[src/rtl/muldiv_pkg.sv]
// Shared definitions for the sequential multiply/divide unit:
// operation encodings, FSM state type and iteration count.
package muldiv_pkg;

    localparam int DATA_W     = 32;
    localparam int ITER_COUNT = 32;
    localparam int CNT_W      = $clog2(ITER_COUNT);

    localparam logic [1:0] OP_MULTU = 2'd0;
    localparam logic [1:0] OP_MULT  = 2'd1;
    localparam logic [1:0] OP_DIVU  = 2'd2;
    localparam logic [1:0] OP_DIV   = 2'd3;

    typedef enum logic [1:0] {
        ST_IDLE = 2'd0,
        ST_RUN  = 2'd1,
        ST_DONE = 2'd2
    } state_t;

endpackage

[src/rtl/muldiv_iter.sv]
// Iteration datapath shared by multiply and divide.
// upper holds the accumulator (multiply) or partial remainder (divide);
// lower holds the multiplier being shifted out (multiply) or the dividend
// being shifted out while quotient bits shift in (divide).
// nxt_hi/nxt_lo present the state after one more step, so the owner can
// take the final result on the same edge as the last iteration.
module muldiv_iter
    import muldiv_pkg::*;
(
    input  logic              clk,
    input  logic              load,
    input  logic              step,
    input  logic              div_mode,
    input  logic [DATA_W-1:0] a,
    input  logic [DATA_W-1:0] b,
    output logic [DATA_W-1:0] nxt_hi,
    output logic [DATA_W-1:0] nxt_lo
);

    logic [DATA_W-1:0] upper;
    logic [DATA_W-1:0] lower;
    logic [DATA_W-1:0] b_q;

    logic [DATA_W:0]   sum;
    logic [DATA_W:0]   shifted;
    logic              ge;
    logic [DATA_W-1:0] dsub;

    // One radix-2 shift-add step or one restoring-division step.
    always_comb begin
        sum     = {1'b0, upper} + (lower[0] ? {1'b0, b_q} : {(DATA_W+1){1'b0}});
        shifted = {upper, lower[DATA_W-1]};
        ge      = (shifted >= {1'b0, b_q});
        // When ge holds the difference is below the divisor, so 32 bits suffice.
        dsub    = shifted[DATA_W-1:0] - b_q;
        if (div_mode) begin
            nxt_hi = ge ? dsub : shifted[DATA_W-1:0];
            nxt_lo = {lower[DATA_W-2:0], ge};
        end else begin
            nxt_hi = sum[DATA_W:1];
            nxt_lo = {sum[0], lower[DATA_W-1:1]};
        end
    end

    // Load operands at acceptance, then advance one step per RUN cycle.
    always_ff @(posedge clk) begin
        if (load) begin
            upper <= '0;
            lower <= a;
            b_q   <= b;
        end else if (step) begin
            upper <= nxt_hi;
            lower <= nxt_lo;
        end
    end

endmodule

[src/rtl/muldiv_seq.sv]
// Sequential 32-cycle multiply/divide unit with architectural HI/LO,
// MTHI/MTLO writes and pipeline stall generation.
// Optional feature macro: MULDIV_SIGNED_EN enables signed MULT/DIV
// (magnitude iteration with sign fix-up at result write). Without it,
// op[0] is ignored and MULT/DIV behave as MULTU/DIVU.
module muldiv_seq
    import muldiv_pkg::*;
(
    input  logic        clk,
    input  logic        rst_n,
    input  logic        start,
    input  logic [1:0]  op,
    input  logic [31:0] opa,
    input  logic [31:0] opb,
    input  logic        hi_we,
    input  logic        lo_we,
    input  logic [31:0] wdata,
    input  logic        mf_req,
    output logic        busy,
    output logic        done,
    output logic        stall,
    output logic        div_zero,
    output logic [31:0] hi,
    output logic [31:0] lo
);

    state_t            state;
    logic [CNT_W-1:0]  cnt;
    logic              op_div;

    logic              start_ok;
    logic              is_div;
    logic              div0;
    logic              it_load;
    logic              it_step;
    logic              last_iter;
    logic [DATA_W-1:0] mag_a;
    logic [DATA_W-1:0] mag_b;
    logic [DATA_W-1:0] it_hi;
    logic [DATA_W-1:0] it_lo;
    logic [DATA_W-1:0] res_hi;
    logic [DATA_W-1:0] res_lo;

    assign start_ok  = start && (state != ST_RUN);
    assign is_div    = (op == OP_DIVU) || (op == OP_DIV);
    assign div0      = is_div && (opb == '0);
    assign it_load   = start_ok && !div0;
    assign it_step   = (state == ST_RUN);
    assign last_iter = (cnt == CNT_W'(ITER_COUNT - 1));

    // The pipeline only needs to freeze while an operation is in flight.
    assign stall = busy & (mf_req | start | hi_we | lo_we);

`ifdef MULDIV_SIGNED_EN
    logic is_sgn;
    logic neg_a;
    logic neg_b;
    logic neg_q;
    logic neg_r;

    function automatic logic [DATA_W-1:0] magnitude(input logic [DATA_W-1:0] v,
                                                    input logic              neg);
        return neg ? -v : v;
    endfunction

    assign is_sgn = (op == OP_MULT) || (op == OP_DIV);
    assign neg_a  = is_sgn & opa[DATA_W-1];
    assign neg_b  = is_sgn & opb[DATA_W-1];
    assign mag_a  = magnitude(opa, neg_a);
    assign mag_b  = magnitude(opb, neg_b);

    // Remember the result signs with the operands; quotient/product sign
    // is the XOR of operand signs, remainder follows the dividend.
    always_ff @(posedge clk) begin
        if (it_load) begin
            neg_q <= neg_a ^ neg_b;
            neg_r <= neg_a;
        end
    end

    // Apply sign fix-up to the final iteration output.
    always_comb begin
        res_hi = it_hi;
        res_lo = it_lo;
        if (op_div) begin
            if (neg_q) res_lo = -it_lo;
            if (neg_r) res_hi = -it_hi;
        end else if (neg_q) begin
            {res_hi, res_lo} = -{it_hi, it_lo};
        end
    end
`else
    assign mag_a  = opa;
    assign mag_b  = opb;
    assign res_hi = it_hi;
    assign res_lo = it_lo;
`endif

    muldiv_iter u_iter (
        .clk      (clk),
        .load     (it_load),
        .step     (it_step),
        .div_mode (op_div),
        .a        (mag_a),
        .b        (mag_b),
        .nxt_hi   (it_hi),
        .nxt_lo   (it_lo)
    );

    // Control FSM with iteration counter, HI/LO and status flags.
    always_ff @(posedge clk) begin
        if (!rst_n) begin
            state    <= ST_IDLE;
            cnt      <= '0;
            op_div   <= 1'b0;
            busy     <= 1'b0;
            done     <= 1'b0;
            div_zero <= 1'b0;
            hi       <= '0;
            lo       <= '0;
        end else begin
            done <= 1'b0;
            case (state)
                ST_IDLE, ST_DONE: begin
                    if (start) begin
                        if (is_div) div_zero <= div0;
                        if (div0) begin
                            // Divide by zero finishes immediately with a defined result.
                            hi    <= opa;
                            lo    <= '1;
                            state <= ST_DONE;
                            done  <= 1'b1;
                            busy  <= 1'b0;
                        end else begin
                            op_div <= is_div;
                            cnt    <= '0;
                            state  <= ST_RUN;
                            busy   <= 1'b1;
                        end
                    end else begin
                        if (hi_we) hi <= wdata;
                        if (lo_we) lo <= wdata;
                        state <= ST_IDLE;
                        busy  <= 1'b0;
                    end
                end
                ST_RUN: begin
                    cnt <= cnt + CNT_W'(1);
                    if (last_iter) begin
                        hi    <= res_hi;
                        lo    <= res_lo;
                        state <= ST_DONE;
                        done  <= 1'b1;
                        busy  <= 1'b0;
                    end
                end
                default: begin
                    state <= ST_IDLE;
                    busy  <= 1'b0;
                end
            endcase
        end
    end

endmodule

[config.mk]
export PLATFORM = sky130hd
export DESIGN_NAME = muldiv_seq
export DESIGN_NICKNAME = d
export VERILOG_FILES = /design/src/rtl/muldiv_pkg.sv /design/src/rtl/muldiv_iter.sv /design/src/rtl/muldiv_seq.sv
export SDC_FILE = /design/constraint.sdc
export NUM_CORES = 1
export LEC_CHECK = 0
export CAP_MARGIN = 20
export CORE_ASPECT_RATIO = 1.4
export CORE_MARGIN = 2
export CORE_UTILIZATION = 60
export DETAILED_ROUTE_END_ITERATION = 12
export PLACE_DENSITY = 0.87
export SETUP_SLACK_MARGIN = 0.3
export SYNTH_ARGS = -nofsm -noshare
export SYNTH_HDL_FRONTEND = slang
export SYNTH_SLANG_ARGS = --single-unit
[constraint.sdc]
create_clock -name clk -period 7.4 [get_ports clk]
set_input_delay 1.48 -clock clk [delete_from_list [all_inputs] [get_ports clk]]
set_output_delay 1.48 -clock clk [all_outputs]
set_load 0.05 [all_outputs]
Yosys cells after proc, flatten, opt, wreduce, memory -nomap -nowiden
Cells that the tools add are included.
{"block": "totals", "regBits": 171, "inputBits": 104, "out_inout_bits": 68, "word_cells": 78}
{"block": "op_classes", "addsub": 3, "magnitude_cmp": 1, "eq_ne": 12, "muxes": 31, "n_bitwise": 5, "reduce_logical": 15}
{"cell": "$mux W32", "n": 14}
{"cell": "$pmux W32 S2", "n": 2}
{"cell": "$add A32 B33 Y33", "n": 1}
{"cell": "$ge A33 B32 Y1", "n": 1}
{"cell": "$logic_not A32 Y1", "n": 1}
{"cell": "$sub A32 B32 Y32", "n": 1}
{"cell": "$mux W5", "n": 2}
{"cell": "$pmux W5 S2", "n": 1}
{"cell": "$ne A3 B3 Y1 const B", "n": 3}
{"cell": "$reduce_and A3 Y1", "n": 3}
{"cell": "$reduce_and A4 Y1", "n": 2}
{"cell": "$eq A2 B2 Y1 const B", "n": 3}
{"cell": "$mux W1", "n": 6}
{"cell": "$mux W2", "n": 3}
{"cell": "$add A5 B1 Y5 const B", "n": 1}
{"cell": "$eq A5 B5 Y1 const B", "n": 1}
{"cell": "$ne A2 B1 Y1 const B", "n": 2}
{"cell": "$ne A2 B2 Y1 const B", "n": 2}
{"cell": "$pmux W1 S2", "n": 2}
{"cell": "$pmux W2 S2", "n": 1}
{"cell": "$reduce_bool A2 Y1", "n": 2}
{"cell": "$logic_and A1 B1 Y1", "n": 3}
{"cell": "$or A1 B1 Y1", "n": 3}
{"cell": "$eq A2 B1 Y1 const B", "n": 1}
{"cell": "6 further kinds", "n": 6}

Longest topological paths before layout
Gate-level depths: netlist (run 1).
{"block": "depth", "word_depth": 6, "depth_mapped": 14, "ltp_nobuf": 12}

Cells and area by module
Synthesis (run 1) repeated with hierarchy kept, for this count alone.
{"block": "unflattened", "hier_cells": 1464, "area_unflattened_um2": 12552.0}
{"mod": "muldiv_iter", "instances": 1, "cells_each": 988, "area_per_inst_um2": 8648.3, "seq_area_each_um2": 2562.5}
{"mod": "muldiv_seq", "instances": 1, "cells_each": 476, "area_per_inst_um2": 3903.7, "seq_area_each_um2": 1501.4}

Worst setup path before layout (run 1)
Ideal clock, no wire load.
{"block": "synth_path", "path_type": "input to output", "startpoint": "input port start", "endpoint": "output port stall", "t_arrival_ps": 3138, "required_ps": 5920, "setup_slack_ps": 2782, "cell_stages": 5, "n_path_buf": 4, "cell_sequence": "clkbuf_1 -> clkbuf_1 -> clkbuf_1 -> clkbuf_1 -> o41a_1"}
{"block": "synth_via", "elab_chain_len": 4}
{"item": "start: declaration", "line_no": "muldiv_seq.sv:11", "source": "input logic start,"}
{"item": "$or A1 B1 Y1 (3 in a row)", "line_no": "muldiv_seq.sv:52", "source": "assign stall = busy & (mf_req | start | hi_we | lo_we);"}
{"item": "$and A1 B1 Y1", "line_no": "muldiv_seq.sv:52"}
{"item": "end: declaration", "line_no": "muldiv_seq.sv:21", "source": "output logic stall,"}
Every way passes these cells.

Worst setup path in the final report (run 1)
{"block": "layout_path", "startpoint": "input port opb[29]", "endpoint": "register hi[7]"}
{"block": "layout_via", "elab_chain_len": 4}
{"item": "start: declaration", "line_no": "muldiv_seq.sv:14", "source": "input logic [31:0] opb,"}
{"item": "$logic_not A32 Y1", "line_no": "muldiv_seq.sv:46", "source": "assign div0 = is_div && (opb == '0);"}
{"item": "$logic_and A1 B1 Y1", "line_no": "muldiv_seq.sv:46"}
{"item": "$ne A3 B3 Y1 (no line)"}
{"item": "$reduce_and A4 Y1 (no line)"}
{"item": "end signal: assignment", "line_no": "muldiv_seq.sv:129", "source": "hi <= opa;"}
{"item": "end signal: assignment", "line_no": "muldiv_seq.sv:141", "source": "if (hi_we) hi <= wdata;"}
{"item": "end signal: assignment", "line_no": "muldiv_seq.sv:150", "source": "hi <= res_hi;"}
{"item": "end: declaration", "line_no": "muldiv_seq.sv:23", "source": "output logic [31:0] hi,"}
Every way passes these cells.
A chain may end at the register's enable or synchronous reset.

==> impl_results.md, run 1 <==
* Status: finished, final reports clean
* Gr usage total at 0.366
* Hold Buf Count CTS at 0
* Setup TNS at 0 ns
* Tcrit/Tclk final at 0.669
* Fillers at 1,503
* Max stage delay on crit path at between 1 and 1.5 ns
* # resized after CTS at 0
* WL/cell at ~21 µm
* Crit Path Class: in2reg
* Drt first-iter violations at 1,060
* Die Wd at 123 µm
* Num CTS Buffers at 17
* Primary FF master, synth: dfxtp_1
* Top cell family by delay on the critical path: simple AND/OR/NAND/NOR gates
* Slew Viols, Final at 0
* Syn Area/Cell at 8.29 µm²
* Post-synth top cells: 169 x a21oi_1, 153 x nand2_1, 111 x nor2_1
* Worst R2R Path Depth at 13
* Int Pwr at 2.12 mW
* Largest net degree at the start of global routing at 78
* Net Sw Power at about 1.4 mW
* RSZ-0062 raised after global routing: no
* Slew HR at 0.182
* Worst path bufs/invs at 2
* Hold path cells at 2
* Ys async rst share at 0
* Final-report hold violation count at 0
* Worst R2R Setup Slack at between 3 and 4 ns
* H-tree depth at 4
* Core footprint at 0.0198 mm²
* Achievable Freq at 202 MHz
* Starting density of the core at 0.607
* Number of flops mapped to enable cells by yosys at 64
* Total routed wirelength at 38.9 mm
* Rows at 61
* Post-synth top area share at 0.177
* Min-delay src: lo[5]$_SDFFE_PN0P_
* Antenna Violating Nets Remaining at 0
* Clk pwr share at 0.252
* Power per cell area at around 250 mW/mm²
* CP cell instances: clkdlybuf4s50_1 -> nor4_1 -> nand4_1 -> nor2_1 -> and2_1 -> mux2i_1 -> o21ai_2 -> buf_4 -> o21ai_0 -> a221oi_1 -> a21oi_1
* Critical path capture point type: flop
* WP data arrival at roughly 5.3 ns
* Setup Buffers After CTS at 0
* # IOs at between 150 and 200
* Crit path max fanout at 17
* Clk root buf: clkbuf_16
* Port bufs at 170
* Pleak at 5.68 nW
* Final Critical Period at 4.95 ns
* Synth warn at 0
* Clk_lat worst skew at 0.45 ns
* Reg2reg end: u_iter.upper[31]$_SDFFE_PP0P_
* CTS Buffer Depth at 2
* R2r startpoint: u_iter.lower[0]$_DFFE_PP_
* Routed vias/inst at 6.60
* Fin util at 0.728
* Area growth syn-to-layout at 19.9%
* VDD IR-drop max at 0.222 mV
* Distinct cell type count after synthesis at 79
* CTS clk-pin slew, worst paths at 0.07 ns
* Total grt overflow at 0
* Worst path slowest cell: nor4_1
* Die height at 171 µm
* Crit path launch type: primary input
* Post-synthesis sequential area ratio at 0.337
* Largest cells by area after synthesis: dfxtp_1 18%, edfxtp_1 16%, a21oi_1 7.1%, ha_1 6.9%, mux2i_1 4.8%
* Dominant cell type by area after synthesis: dfxtp_1
* Slew @ Worst Pin at about 1.2 ns
* CP required at 7.73 ns
* Fin Clk Skew at 0.0103 ns
* Die Footprint at 0.0211 mm²
* DRT Pass-1 Iters at 5
* Initial antenna violation count at 1
* Layout cells sized above 1 at 0.0578
* Clock sink count at 170
* Most frequent cell after synthesis: a21oi_1
* Gate power share at 0.412
* Vias in the first global route at 11,469
* MaxCap Viol Count at 0
* Diode count at 0
* Nets at roughly 1,700
* Synthesized net count at 1,618
* Vias at 12,065
* # DRC at 0
* HP Class: reg2reg
* Setup violators final at 0
* TritonCTS clock tree: done
* Sequential power share at 0.336
* Cells after Synth at 1,446
* Hold EP: lo[5]$_SDFFE_PN0P_
* First-pass GRT wire length at 60.0 mm
* FF+latch count, synth at 170
* HPWL Detailed at 28.8 mm
* Sw Share at 0.404
* Final Wtd Congestion at between 1 and 1.5
* Synth Cell Area at 0.0120 mm²
==> through the flow <==
stage          setup slack, ns  std cells  instance area (µm²)  hold WS, ns  total power [mW]
2_1_floorplan             2.78       1446                12000        0.466              2.21
3_3_place_gp              2.10       1795                13800        0.441              2.60
3_5_place_dp              2.09       1795                13800        0.444              2.63
4_1_cts                   2.56       1827                14400        0.454              3.52
5_1_grt                   2.47       1827                14400        0.470              3.72
6_report                  2.45       1827                14400        0.451              3.56
==> power groups by stage <==
stage	combinational (mW)	clock (mW)	sequential (mW)
finish	1.47	0.895	1.20
floorplan	0.960	0	1.25
detailed placement	1.42	0	1.21
CTS	1.43	0.897	1.19
global placement	1.39	0	1.21
global route	1.59	0.930	1.20
==> how the worst max path moves through the flow <==
| stage | startpoint | endpoint | slack, ns | cells past startpoint |
|---|---|---|---|---|
| 2_1_floorplan | start | stall | 2.78 | 5 |
| 3_3_place_gp | opb[29] | hi[7]$_SDFFE_PN0P_ | 2.10 | 11 |
| 3_5_place_dp | opb[29] | hi[7]$_SDFFE_PN0P_ | 2.09 | 11 |
| 4_1_cts | opb[29] | hi[7]$_SDFFE_PN0P_ | 2.56 | 11 |
| 5_1_grt | opb[0] | hi[7]$_SDFFE_PN0P_ | 2.47 | 11 |
| 6_report | opb[29] | hi[7]$_SDFFE_PN0P_ | 2.45 | 11 |
==> per-layer routing <==
layer / GRT usage / up-vias / wire, µm
met1: 0.450 / 5691 / 15000
li1: - / 5627 / -
met3: 0.0739 / 102 / 3510
met5: 0 / - / 14
met4: 0.182 / 2 / 1950
met2: 0.606 / 643 / 18400
==> registers in the layout, indices dropped and copies added (netlist names) <==
signal / count
hi: 32
lo: 32
done: 1
cnt: 5
op_div: 1
u_iter.upper: 32
div_zero: 1
u_iter.b_q: 32
state: 2
u_iter.lower: 32
==> worst reg2reg max path, stage by stage, from the launching register on <==
cell	delay [ns]
edfxtp_1	0.49
buf_4	0.28
and2_1	0.18
ha_1	0.24
fa_1	0.46
a21o_1	0.22
a31oi_2	0.28
nor4_1	0.16
or3b_1	0.52
a21o_1	0.28
o311a_1	0.40
a221o_1	0.27
a31oi_1	0.24
a21oi_1	0.11
==> logic make-up (layout without fill, tap and decap cells) <==
family	after synthesis	after routing	synth area share
fa+ha+maj	68	68	0.0722
xor+xnor	46	46	0.0336
compound gates	493	493	0.272
buf+inv	144	273	0.0465
mux	71	71	0.0606
flops	170	170	0.337
simple gates	454	454	0.177
==> cell usage in the layout, fill, tap and decap left out, types with 28 or more instances in the layout <==
cell,n
o311ai_0,33
and2_1,42
nand3_1,36
nand2_1,153
a21oi_1,169
xnor2_1,28
clkdlybuf4s50_1,169
o21ai_0,72
inv_1,53
mux2i_1,58
nor2_1,110
a21o_1,30
dfxtp_1,105
ha_1,66
edfxtp_1,64
==> layout make-up <==
| type | count | area, µm² | area share |
|---|---|---|---|
| Multi-Input combinational cell | 1132 | 7410 | 0.515 |
| Tap cell | 252 | 315 | 0.0219 |
| Sequential cell | 170 | 4050 | 0.281 |
| Clock buffer | 20 | 479 | 0.0333 |
| Timing Repair Buffer | 188 | 1830 | 0.127 |
| Inverter | 53 | 199 | 0.0138 |
| Clock inverter | 12 | 97.6 | 0.00679 |
No activity file was read; power rests on OpenSTA's default activity.
==> run 2, diff against run 1 <==
- CORE_UTILIZATION: 60 -> 56
- PLACE_DENSITY: 0.87 -> 0.82
- clock period: 7.4 -> 5.1 ns (I/O delays scaled with it)
==> run 2 against run 1 <==
Effect of this change: setup slack got worse by 1.5 ns; core utilization decreased by 4.2 points; worst hold slack about the same; global-route usage increased by 0.35 points; register-to-register slack got worse by 2.2 ns; non-clock buffer count increased by 7; sequential power increased by 45%.
==> impl_results.md, run 2 (same netlist as run 1, synthesis figures left out) <==
* # DRC at 0 (unchanged)
* TritonCTS clock tree: done
* Multi-input logic area at 0.00741 mm² (about the same)
* Total grt overflow at 0 (unchanged)
* Dpl cells at 1,810 (+0.84%)
* Pleak at 5.72 nW (+0.69%)
* HP Class: reg2reg
* Storage cell area at 0.00405 mm² (unchanged)
* Initial antenna violation count at 0 (-1)
* WP data arrival at 4.48 ns (-0.81 ns)
* Vias in the first global route at 11,693 (+2.0%)
* Int Pwr at 3.07 mW (+45%)
* Routed vias/inst at 6.63 (+0.35%)
* Nets at 1,741 (+0.40%)
* Sequential power share at 0.333 (-0.003)
* Hold Buf Count CTS at 0 (unchanged)
* Rows at 63 (+3.3%)
* WL/cell at 22.9 µm (+7.5%)
* CP required at 5.44 ns (-2.29 ns)
* Slew Viols, Final at 0 (unchanged)
* Die Wd at 128 µm (+3.4%)
* Clock sink count at 170 (unchanged)
* # resized after CTS at 0 (unchanged)
* Setup TNS at 0 ns (unchanged)
* HPWL Detailed at 31.2 mm (+8.5%)
* Gate power share at 0.419 (+0.007)
* Tcrit/Tclk final at 0.812
* Fillers at 1,761 (+17%)
* Area growth syn-to-layout at 20.7%
* Total Power at 5.22 mW (+47%)
* CTS Buffer Depth at 2 (unchanged)
* Port bufs at 170 (unchanged)
* Gr usage total at 0.370 (+0.00352)
* Num CTS Buffers at 17 (unchanged)
* Status: finished, final reports clean
* Final Critical Period at 4.14 ns
* Drt first-iter violations at 1,212 (+14%)
* Fin util at 0.685 (-0.0424)
* Fin Clk Skew at 0.0104 ns (+0.0000931 ns)
* Final Wtd Congestion at 0.980 (-7.0%)
* Die height at 177 µm (+3.4%)
* Setup violators final at 0 (unchanged)
* Crit path launch type: flop
* Total routed wirelength at 42.1 mm (+8.4%)
* Crit path max fanout at 26 (+9)
* Clk_lat worst skew at 0.45 ns (about the same)
* # IOs at 172 (unchanged)
* Slew HR at 0.400 (+0.219)
* Crit Path Class: reg2reg
* Slew @ Worst Pin at 0.893 ns (-0.324 ns)
* MaxCap Viol Count at 0 (unchanged)
* CTS clk-pin slew, worst paths at 0.07 ns (about the same)
* Critical path capture point type: flop
* Sw Share at 0.412 (+0.00811)
* VDD IR-drop max at 0.260 mV (+17%)
* First-pass GRT wire length at 64.3 mm (+7.1%)
* RSZ-0062 raised after global routing: no
* Core footprint at 0.0211 mm² (+6.9%)
* Clk root buf: clkbuf_16
* Fin cells at 1,842 (+0.82%)
* Final-report hold violation count at 0 (unchanged)
* Vias at 12,207 (+1.2%)
* Starting density of the core at 0.568 (-0.0390)
* Die Footprint at 0.0226 mm² (+6.9%)
* Diode count at 0 (unchanged)
* Antenna Violating Nets Remaining at 0 (unchanged)
* Net Sw Power at 2.15 mW (+50%)
* Power per cell area at 361 mW/mm² (+46%)
* Largest net degree at the start of global routing at 120 (+54%)
* Layout cells sized above 1 at 0.0613 (+0.00354)
* Clk pwr share at 0.248 (-0.004)
* Setup Buffers After CTS at 0 (unchanged)
* H-tree depth at 4 (unchanged)
* DRT Pass-1 Iters at 6 (+1)
* Achievable Freq at approximately 240 MHz
* Most frequent cells in the layout: 169 x a21oi_1, 169 x clkdlybuf4s50_1, 153 x nand2_1, 110 x nor2_1, 105 x dfxtp_1
-- run 2: cell count changes in the layout (fill, tap and decap cells not counted) --
cell       delta
clkbuf_8      +1
buf_4         +4
buf_12        +3
o21ai_2       -1
clkbuf_16     -1
clkinv_4      +1
clkinv_8      +1
inv_8         -1
o21ai_1       +1
inv_4         -1
-- run 2: worst max-delay path, cell delays in order, from the launching register on --
cell	delay, ns
edfxtp_1	0.39
inv_1	0.06
ha_1	0.36
a21oi_1	0.22
o21ai_0	0.18
a2111oi_0	0.58
o21ai_0	0.25
a21oi_2	0.45
nand2_2	0.56
nand4_1	0.28
o221ai_1	0.27
o311a_1	0.43
-- run 2: power groups by stage --
stage	Combinational, mW	Clock, mW	Sequential [mW]
2_1_floorplan	1.39	0	1.81
3_3_place_gp	2.09	0	1.75
3_5_place_dp	2.12	0	1.76
4_1_cts	2.14	1.30	1.73
5_1_grt	2.36	1.34	1.75
6_report	2.19	1.30	1.74
-- run 2: path summary, 6_finish.rpt --
| kind | startpoint | endpoint | slack [ns] | cells after the start |
|---|---|---|---|---|
| setup / recovery | u_iter.b_q[28]$_DFFE_PP_ | hi[21]$_SDFFE_PN0P_ | 0.96 | 11 |
| hold / removal | lo[8]$_SDFFE_PN0P_ | lo[8]$_SDFFE_PN0P_ | 0.45 | 2 |
| setup reg to reg | u_iter.b_q[28]$_DFFE_PP_ | hi[21]$_SDFFE_PN0P_ | 0.96 | 11 |
| hold reg to reg | lo[8]$_SDFFE_PN0P_ | lo[8]$_SDFFE_PN0P_ | 0.45 | 2 |
-- run 2: through the flow --
stage	hold slack, ns	setup WS (ns)	area, µm²
3_3_place_gp	0.440	1.06	13900
4_1_cts	0.453	0.995	14500
3_5_place_dp	0.444	1.01	13900
2_1_floorplan	0.466	1.40	12000
6_report	0.451	0.958	14500
5_1_grt	0.467	0.697	14500
-- run 2: area by class of cell --
cell class	count	area share
Clock buffer	20	0.0323
Clock inverter	12	0.00726
Inverter	53	0.0137
Multi-Input combinational cell	1132	0.512
Sequential cell	170	0.280
Tap cell	260	0.0225
Timing Repair Buffer	195	0.133
-- run 2: metal layers --
layer,up-vias,track usage,share of wire
li1,5632,-,-
met1,5779,0.434,0.37
met2,650,0.605,0.46
met3,146,0.0816,0.093
met4,0,0.245,0.070
met5,-,0,0
